## src/rtl/spike_rate_decoder.sv

```systemverilog
// spike_rate_decoder
// Counts spikes per neuron channel over a programmable window of enabled
// cycles. At the end of each window it snapshots the counts and streams them
// out, one byte per channel and channel 0 first, over a valid/ready byte stream.
//
// Optional build macro SPIKE_DEC_HEADER_EN: when defined, each frame starts
// with a header byte {overrun, 3'b000, seq[3:0]}. seq is a 4-bit frame counter.
//
// Ports:
//   clk        system clock
//   reset      synchronous reset, active high
//   enable     update strobe; counting and window progress happen only while it is high
//   spike_in   spike vector, bit i = channel i
//   window_len window length in enabled cycles; 0 halts the decoder
//   out_data   stream byte
//   out_valid  out_data valid
//   out_ready  consumer accepts a byte when out_valid & out_ready
//   out_last   high with the final count byte of a frame
//   overrun    sticky; a window closed while a frame was still being sent
module spike_rate_decoder #(
    parameter int unsigned NUM_CH = 3,
    parameter int unsigned WIN_W  = 10
) (
    input  logic              clk,
    input  logic              reset,
    input  logic              enable,
    input  logic [NUM_CH-1:0] spike_in,
    input  logic [WIN_W-1:0]  window_len,
    output logic [7:0]        out_data,
    output logic              out_valid,
    input  logic              out_ready,
    output logic              out_last,
    output logic              overrun
);

`ifdef SPIKE_DEC_HEADER_EN
    localparam int unsigned HDR_LEN = 1;
`else
    localparam int unsigned HDR_LEN = 0;
`endif
    localparam int unsigned FRAME_LEN = NUM_CH + HDR_LEN;
    localparam int unsigned IDX_W     = $clog2(FRAME_LEN + 1);

    typedef enum logic {
        IDLE = 1'b0,
        SEND = 1'b1
    } state_e;

    logic [7:0]       live_q [NUM_CH];
    logic [7:0]       live_d [NUM_CH];
    logic [7:0]       live_inc [NUM_CH];
    logic [WIN_W-1:0] win_q, win_d;
    logic [WIN_W-1:0] len_q, len_d;
    logic [WIN_W-1:0] eff_len;
    logic             win_close;

    logic [7:0]       frame_q [FRAME_LEN];
    logic [7:0]       frame_d [FRAME_LEN];
    logic [7:0]       new_frame [FRAME_LEN];
    logic [IDX_W-1:0] idx_q, idx_d;
    state_e           state_q, state_d;
    logic             out_valid_q, out_valid_d;
    logic             out_last_q, out_last_d;
    logic [7:0]       out_data_q, out_data_d;
    logic             ovr_q, ovr_d;
    logic             load;
    logic             fire;
`ifdef SPIKE_DEC_HEADER_EN
    logic [3:0]       seq_q, seq_d;
`endif

    // Live counters and window counter; window length is latched at counter 0
    always_comb begin
        eff_len   = (win_q == '0) ? window_len : len_q;
        win_close = 1'b0;
        win_d     = win_q;
        len_d     = len_q;
        for (int unsigned ch = 0; ch < NUM_CH; ch++) begin
            // Saturating increment: a channel stuck at 255 stays there
            live_inc[ch] = (spike_in[ch] && live_q[ch] != 8'hFF) ? live_q[ch] + 8'(1) : live_q[ch];
            live_d[ch]   = live_q[ch];
        end
        if (enable && eff_len != '0) begin
            len_d = eff_len;
            if (win_q == eff_len - WIN_W'(1)) begin
                win_close = 1'b1;
                win_d     = '0;
                for (int unsigned ch = 0; ch < NUM_CH; ch++) live_d[ch] = 8'h00;
            end else begin
                win_d = win_q + WIN_W'(1);
                for (int unsigned ch = 0; ch < NUM_CH; ch++) live_d[ch] = live_inc[ch];
            end
        end
    end

    // Frame image captured on window close (includes the closing cycle's spikes)
    always_comb begin
`ifdef SPIKE_DEC_HEADER_EN
        new_frame[0] = {ovr_q, 3'b000, seq_q};
`endif
        for (int unsigned ch = 0; ch < NUM_CH; ch++) new_frame[ch + HDR_LEN] = live_inc[ch];
    end

    // Transmit FSM next-state and registered-output logic
    always_comb begin
        state_d = state_q;
        idx_d   = idx_q;
        ovr_d   = ovr_q;
        load    = 1'b0;
        frame_d = frame_q;
`ifdef SPIKE_DEC_HEADER_EN
        seq_d   = seq_q;
`endif
        fire    = out_valid_q & out_ready;

        case (state_q)
            IDLE: begin
                if (win_close) begin
                    load    = 1'b1;
                    state_d = SEND;
                    idx_d   = '0;
                end
            end
            SEND: begin
                if (fire) begin
                    if (out_last_q) state_d = IDLE;
                    else            idx_d   = idx_q + IDX_W'(1);
                end
                // A close on the final handshake edge chains frames seamlessly
                if (win_close) begin
                    if (fire && out_last_q) begin
                        load    = 1'b1;
                        state_d = SEND;
                        idx_d   = '0;
                    end else begin
                        ovr_d = 1'b1;
                    end
                end
            end
            default: state_d = IDLE;
        endcase

        if (load) begin
            frame_d = new_frame;
`ifdef SPIKE_DEC_HEADER_EN
            seq_d   = seq_q + 4'(1);
`endif
        end

        out_valid_d = (state_d == SEND);
        out_data_d  = out_valid_d ? frame_d[idx_d] : 8'h00;
        out_last_d  = out_valid_d && (idx_d == IDX_W'(FRAME_LEN - 1));
    end

    // State registers
    always_ff @(posedge clk) begin
        if (reset) begin
            for (int unsigned ch = 0; ch < NUM_CH; ch++) live_q[ch] <= 8'h00;
            for (int unsigned b = 0; b < FRAME_LEN; b++) frame_q[b] <= 8'h00;
            win_q       <= '0;
            len_q       <= '0;
            idx_q       <= '0;
            state_q     <= IDLE;
            out_valid_q <= 1'b0;
            out_last_q  <= 1'b0;
            out_data_q  <= 8'h00;
            ovr_q       <= 1'b0;
`ifdef SPIKE_DEC_HEADER_EN
            seq_q       <= 4'h0;
`endif
        end else begin
            live_q      <= live_d;
            frame_q     <= frame_d;
            win_q       <= win_d;
            len_q       <= len_d;
            idx_q       <= idx_d;
            state_q     <= state_d;
            out_valid_q <= out_valid_d;
            out_last_q  <= out_last_d;
            out_data_q  <= out_data_d;
            ovr_q       <= ovr_d;
`ifdef SPIKE_DEC_HEADER_EN
            seq_q       <= seq_d;
`endif
        end
    end

    assign out_valid = out_valid_q;
    assign out_last  = out_last_q;
    assign out_data  = out_data_q;
    assign overrun   = ovr_q;

endmodule

```

## config.mk

```make
export PLATFORM = sky130hd
export DESIGN_NAME = spike_rate_decoder
export DESIGN_NICKNAME = d
export VERILOG_FILES = /design/src/rtl/spike_rate_decoder.sv
export SDC_FILE = /design/constraint.sdc
export NUM_CORES = 1
export LEC_CHECK = 0
export CORE_MARGIN = 3
export CORE_UTILIZATION = 45
export DETAILED_ROUTE_END_ITERATION = 10
export GPL_TIMING_DRIVEN = 0
export HOLD_SLACK_MARGIN = 0.05
export PLACE_DENSITY = 0.64
export RECOVER_POWER = 100
export SYNTH_ARGS = -nofsm -noshare
export SYNTH_HDL_FRONTEND = slang
export SYNTH_SLANG_ARGS = --single-unit
export TNS_END_PERCENT = 5
```

## constraint.sdc

```tcl
create_clock -name clk -period 4.6 [get_ports clk]
set_clock_uncertainty 0.2 [all_clocks]
set_input_delay 0.46 -clock clk [delete_from_list [all_inputs] [get_ports clk]]
set_output_delay 0.46 -clock clk [all_outputs]
set_load 0.03 [all_outputs]
```

==> flow_summary.toml, run 1 <==
[critical_path]
r2r_setup_slack_ns = 0.007
reg2reg_to = "out_data[7]"
timing.rr.start = "win_q[0]"
worstRegToRegCells = 16
worst_ep_required_time_ns = 4.69
arrival_ns = 4.68
end_kind = "flip-flop"
cp_max_fo = 10
worstSetupPathType = "flip-flop to flip-flop"
start_kind = "flip-flop"

[clocking]
clkLatencyLatePin_ns = 0.36
ctsHoldBuffers = 0
clkTransAtPathRegs_ns = 0.09
clock-sinks = 81
ctsRootBufferMaster = "clkbuf_8"
clock_path_buffers = 2
cts_tree = "done"
cts-htree-levels = 3
cts_made_buffers = 9

[synth]
synth_edf_count = 0
synth_cells = 506
synthArstFlopShare_pct = 0
synthFlopType = "dfxtp_1"
synth_area_um2 = 4260
synth_cell_types = 54
yosys_register_bits = 81
ys_warn_count = 0
synth_fp_nets = 529
ys_top_cells_by_area = "dfxtp_1, nor2_1, mux2i_1"
yosys.area.top_type = "dfxtp_1"
synth.avg_cell_area_um2 = 8.42
synth_top_area_share_pct = 38.1
yosysSeqAreaShare_pct = 38.1

[layout]
fin_area_um2 = 5230
mostFrequentLayoutCell = "nor2_1"
n_fill_cell = 813
layout-drive-gt1-share_pct = 16.7
layout_common_cells = "nor2_1, dfxtp_1, nand2_1"
diodes = 0
area_growth_pct = 22.7
nets = 580

[global_routing]
gr-total-overflow = 0
grt_max_degree = 16
antenna_found_initial = 0
track_usage_pct = 20.2
grt_pass1_vias = 3455
grt_pass1_wl_um = 16700

[drt]
routed_wl_um = 10600
drc = 0
via_per_inst = 5.39
dr.pass1.iters = 4
routedWlPerCell_um = 15.4
drt_iter0_markers = 118
routed-via-count = 3705
antenna_left = 0

[floorplanning]
die_x_um = 103
start_util_pct = 47.5
coreArea_um2 = 8980
chipHeight_um = 103
die_area_um2 = 10700
fp-row-count = 34
ios = 28

[timing]
setup_ws_ns = 0.00695
drv_slew = 0
relSlewSlack_pct = 28.6
layout_min_cycle_time_ns = 4.59
tightest_slew_ns = 1.07
final-hold-violation-count = 0
fmax_mhz = 218
rsz0062_at_grt = "true"
finalSetupViolCount = 0
final.setup.tns_ns = 0
period_share_pct = 99.8
fin_hold_ws_ns = 0.192

[outcome]
status = "finished, final reports clean"

[placed_design]
place_ws_ns = -0.726
port_buffers = 26
place_congestion = 1.01
dpl_cell_area_um2 = 4680
dp_hpwl_um = 7380

[flow_run]
maxCapViolCount = 0

[hold_path]
worst_hold_path.num_cells = 3
hp-start = "window_len[3]"
hold_class = "input pin to flip-flop"
whs_endpoint = "len_q[3]"

[power]
irDropWorstVdd_mv = 0.146
power.density_nw_per_um2 = 307
power_leakage_nw = 2.07
==> flip-flops by register name, indices dropped and copies added (netlist names) <==
register,count
overrun,1
out_valid,1
out_last,1
out_data,8
live_q,24
win_q,10
len_q,10
idx_q,2
frame_q,24
==> cells in the mapped netlist (3+ instances only) <==
cell,instances
nor2b_1,4
buf_2,6
a21oi_1,16
nand2b_1,6
or4_1,5
nor4_1,8
inv_1,6
o21ai_0,10
nand2_1,48
dfxtp_1,81
and2_1,3
o31ai_1,3
o22ai_1,9
mux2i_1,31
xor2_1,26
o21a_1,3
nand3_1,10
o31a_1,4
nor3_1,10
ha_1,6
or2_2,5
nand4_1,10
or3_1,4
nor2_1,97
o211ai_1,5
mux2_1,4
clkbuf_1,15
xnor2_1,35
mux2_2,4
==> layout make-up <==
cell class | count | area [um^2] | area share, %
repair buffers | 44 | 413 | 7.90
plain buffers | 21 | 133 | 2.54
well taps | 126 | 158 | 3.02
clock inverters | 6 | 97.6 | 1.87
multi-input cells | 394 | 2630 | 50.4
flip-flops and latches | 81 | 1630 | 31.2
inverters | 6 | 25.0 | 0.479
clock buffers | 10 | 138 | 2.63
==> per-stage QoR <==
step | std cells | total power [W] | utilization (%)
after floorplan | 506 | 0.000896 | -
after global placement | 658 | 0.000954 | 52.1
final | 688 | 0.00161 | 58.2
after CTS | 680 | 0.00160 | 56.2
after global routing | 688 | 0.00168 | 58.2
after detailed placement | 658 | 0.000959 | 52.1
==> how the worst max path moves through the flow <==
stage | startpoint | to | slack, ns | depth (start not counted)
3_3_place_gp | win_q[0] | live_q[8] | -0.68 | 17
5_1_grt | win_q[0] | out_data[3] | -0.15 | 17
6_report | win_q[0] | out_data[7] | 0.007 | 16
2_1_floorplan | win_q[0] | out_data[0] | 0.09 | 16
4_1_cts | win_q[0] | out_data[6] | 0.006 | 16
3_5_place_dp | win_q[0] | live_q[5] | -0.73 | 17
==> worst max-delay path, cell delays in order (launching register included) <==
cell	delay [ns]
dfxtp_4	0.37
inv_4	0.05
ha_2	0.16
or4b_4	0.48
nor3_4	0.32
mux2i_2	0.32
ha_2	0.28
nand2b_4	0.07
o31a_1	0.24
or4_1	0.47
o211ai_1	0.15
nand3_1	0.13
or3_4	0.41
a32o_1	0.28
buf_6	0.15
mux2_4	0.30
o22ai_2	0.14
==> what timing repair did <==
action / CTS / global route
gates cloned: 0 / 1
setup endpoints to repair: 68 / 47
pin swaps: 4 / 9
buffers inserted: 9 / 8
resized for setup: 23 / 32
==> logic make-up after synthesis <==
family	share of synthesized area, %
adders and majority gates	1.76
AOI/OAI and AO/OA	10.5
DFF	38.1
muxes	9.40
xor gates and xnor gates	12.5
and+or+nand+nor	24.3
buffers and inverters	3.35
==> where the power goes <==
| part | switching [W] | internal, W | leakage [nW] | total (W) |
|---|---|---|---|---|
| Sequential | 0.0000188 | 0.000714 | 0.656 | 0.000733 |
| Clock | 0.000285 | 0.000329 | 0.119 | 0.000614 |
| Combinational | 0.000139 | 0.000120 | 1.30 | 0.000258 |
==> routing by layer <==
metal  up-vias  part of all wire [%]  track usage, %
li1       1858                     -               -
met1      1738                    46            27.6
met3        23                   5.2            3.15
met4         0                   2.5            8.86
met2        86                    47            31.8
met5         -                     0               0
No activity file was read; power rests on OpenSTA's default activity.
==> run 2: changes to the inputs <==
--- a/config.mk
+++ b/config.mk
@@ -5,6 +5,7 @@
 export SDC_FILE = /design/constraint.sdc
 export NUM_CORES = 1
 export LEC_CHECK = 0
+export CAP_MARGIN = 20
 export CORE_MARGIN = 3
 export CORE_UTILIZATION = 45
 export DETAILED_ROUTE_END_ITERATION = 10
@@ -12,6 +13,7 @@
 export HOLD_SLACK_MARGIN = 0.05
 export PLACE_DENSITY = 0.64
 export RECOVER_POWER = 100
+export SETUP_SLACK_MARGIN = 0.4
 export SYNTH_ARGS = -nofsm -noshare
 export SYNTH_HDL_FRONTEND = slang
 export SYNTH_SLANG_ARGS = --single-unit
==> run 2 against run 1 <==
Against the previous run:
- core utilization hardly changed
- final cell count is 0.44% higher
- routed wire length shrank 0.24%
- critical path depth increased by 1
- maximum frequency rose by 3.5%
- worst setup slack better by 0.16 ns
- combinational power increased by 2%
- first-iteration DRC count did not move
- highest routed layer unchanged
==> flow_summary.toml, run 2 (synthesis results as in run 1) <==
[outcome]
status = "finished, final reports clean"

[timing]
rsz0062_at_grt = "true"
drv_slew = 0
relSlewSlack_pct = 61.6
setup_ws_ns = 0.164
finalSetupViolCount = 0
layout_min_cycle_time_ns = 4.44
fin_hold_ws_ns = 0.164
final-hold-violation-count = 0
period_share_pct = 96.4
tightest_slew_ns = 0.576
fmax_mhz = 225

[critical_path]
critPathSlowestCell = "or4_4"
cpMostUsedCell = "buf_6"
crit_cells = 17
end_kind = "flip-flop"
worstSetupPathType = "flip-flop to flip-flop"
cp_cell_sequence = "buf_6 -> or4_4 -> nor3_4 -> buf_6 -> mux2i_4 -> ha_4 -> nand2b_4 -> o31a_1 -> or4_1 -> o211ai_1 -> nand3_1 -> or3_4 -> buf_6 -> a32o_1 -> buf_6 -> mux2_1 -> o22ai_2"
worst-path-buf-inv = 4
worst_ep_required_time_ns = 4.68
start_kind = "flip-flop"
arrival_ns = 4.52
cp_max_fo = 10
crit_path_max_incr_delay_ns = 0.56
critical_path.top_delay_family = "simple AND/OR/NAND/NOR gates"
worstRegToRegCells = 17

[floorplanning]
fp-row-count = 34
start_util_pct = 47.5
ios = 28
coreArea_um2 = 8980
die_area_um2 = 10700
die_x_um = 103
chipHeight_um = 103

[drt]
antenna_left = 0
routedWlPerCell_um = 15.3
top_layer = "met4"
routed-wl-met3_um = 447
dr.pass1.iters = 5
drc = 0
via_per_inst = 5.43
wl_met1_um = 5080
routed-via-count = 3751
routed_wl_um = 10500
wl_met2_um = 4900
drt_iter0_markers = 118

[placed_design]
dpl_cell_area_um2 = 4750
dp_hpwl_um = 7520
port_buffers = 26
place_ws_ns = -0.598
place_congestion = 0.836

[clocking]
clock-sinks = 81
clkLatencyLatePin_ns = 0.36
ctsRootBufferMaster = "clkbuf_8"
cts-htree-levels = 3
cts_made_buffers = 9
clock_path_buffers = 2
clkTransAtPathRegs_ns = 0.09
cts_tree = "done"

[power]
irDropWorstVdd_mv = 0.152
power.density_nw_per_um2 = 285
power_leakage_nw = 2.08

[global_routing]
antenna_found_initial = 0
track_usage_pct = 20.5
grt_pass1_wl_um = 17000
gr-total-overflow = 0
grt_pass1_vias = 3480
grt_max_degree = 17

[layout]
layout_common_cells = "nor2_1, dfxtp_1, nand2_1"
fin_area_um2 = 5230
utilization_pct = 58.3
nets = 583
seqCellArea_um2 = 1630
mostFrequentLayoutCell = "nor2_1"
diodes = 0
multiInputGateArea_um2 = 2630
layout-drive-gt1-share_pct = 15.6
reg.largest.list = "frame_q x24, live_q x24"
n_fill_cell = 803
area_growth_pct = 22.8

[hold_path]
worst_hold_path.num_cells = 3
hold_class = "input pin to flip-flop"

[flow_run]
maxCapViolCount = 0
[run 2: final cells by class]
| class | count | area share, % |
|---|---|---|
| plain buffers | 25 | 3.97 |
| clock inverters | 7 | 1.17 |
| multi-input cells | 394 | 50.2 |
| flip-flops and latches | 81 | 31.1 |
| repair buffers | 43 | 7.68 |
| clock buffers | 9 | 2.37 |
| well taps | 126 | 3.01 |
| inverters | 6 | 0.478 |
[run 2: path summary, 6_finish.rpt]
check,start,to,slack (ns)
setup / recovery,win_q[2],out_data[7],0.16
hold / removal,window_len[3],len_q[3],0.16
setup reg to reg,win_q[2],out_data[7],0.16
hold reg to reg,overrun,overrun,0.27
[run 2: stage by stage]
stage / total power, W / cells / setup TNS [ns]
finish: 0.00149 / 691 / 0
detailed placement: 0.000965 / 658 / -19.09
global placement: 0.000962 / 658 / -18.45
floorplan: 0.000900 / 506 / 0
global route: 0.00155 / 691 / 0
CTS: 0.00149 / 687 / 0
[run 2: what timing repair did]
item                                    in CTS  in global routing
pin swaps                                    4                  6
resized for setup                           24                 19
endpoints found under the setup margin      70                 70
endpoints found under the hold margin        0                  0
hold buffers                                 0                  0
buffers inserted                            12                  3
gates cloned                                 1                  0
[run 2: where the power goes]
group	switching, W	internal (W)	total, W
logic	0.000138	0.000124	0.000262
clock network	0.000287	0.000206	0.000494
registers	0.0000180	0.000714	0.000732
total	0.000443	0.00104	0.00149
[run 2: per-layer routing]
layer  vias up  global-route usage [%]
met5         -                       0
met4         0                    6.57
met3        11                    3.82
met2        84                    33.9
met1      1791                    27.0
li1       1865                       -
[run 2: worst min-delay path: stages]
cell and delay, ns:
buf_6 0.10, mux2i_1 0.06, nor2_1 0.07
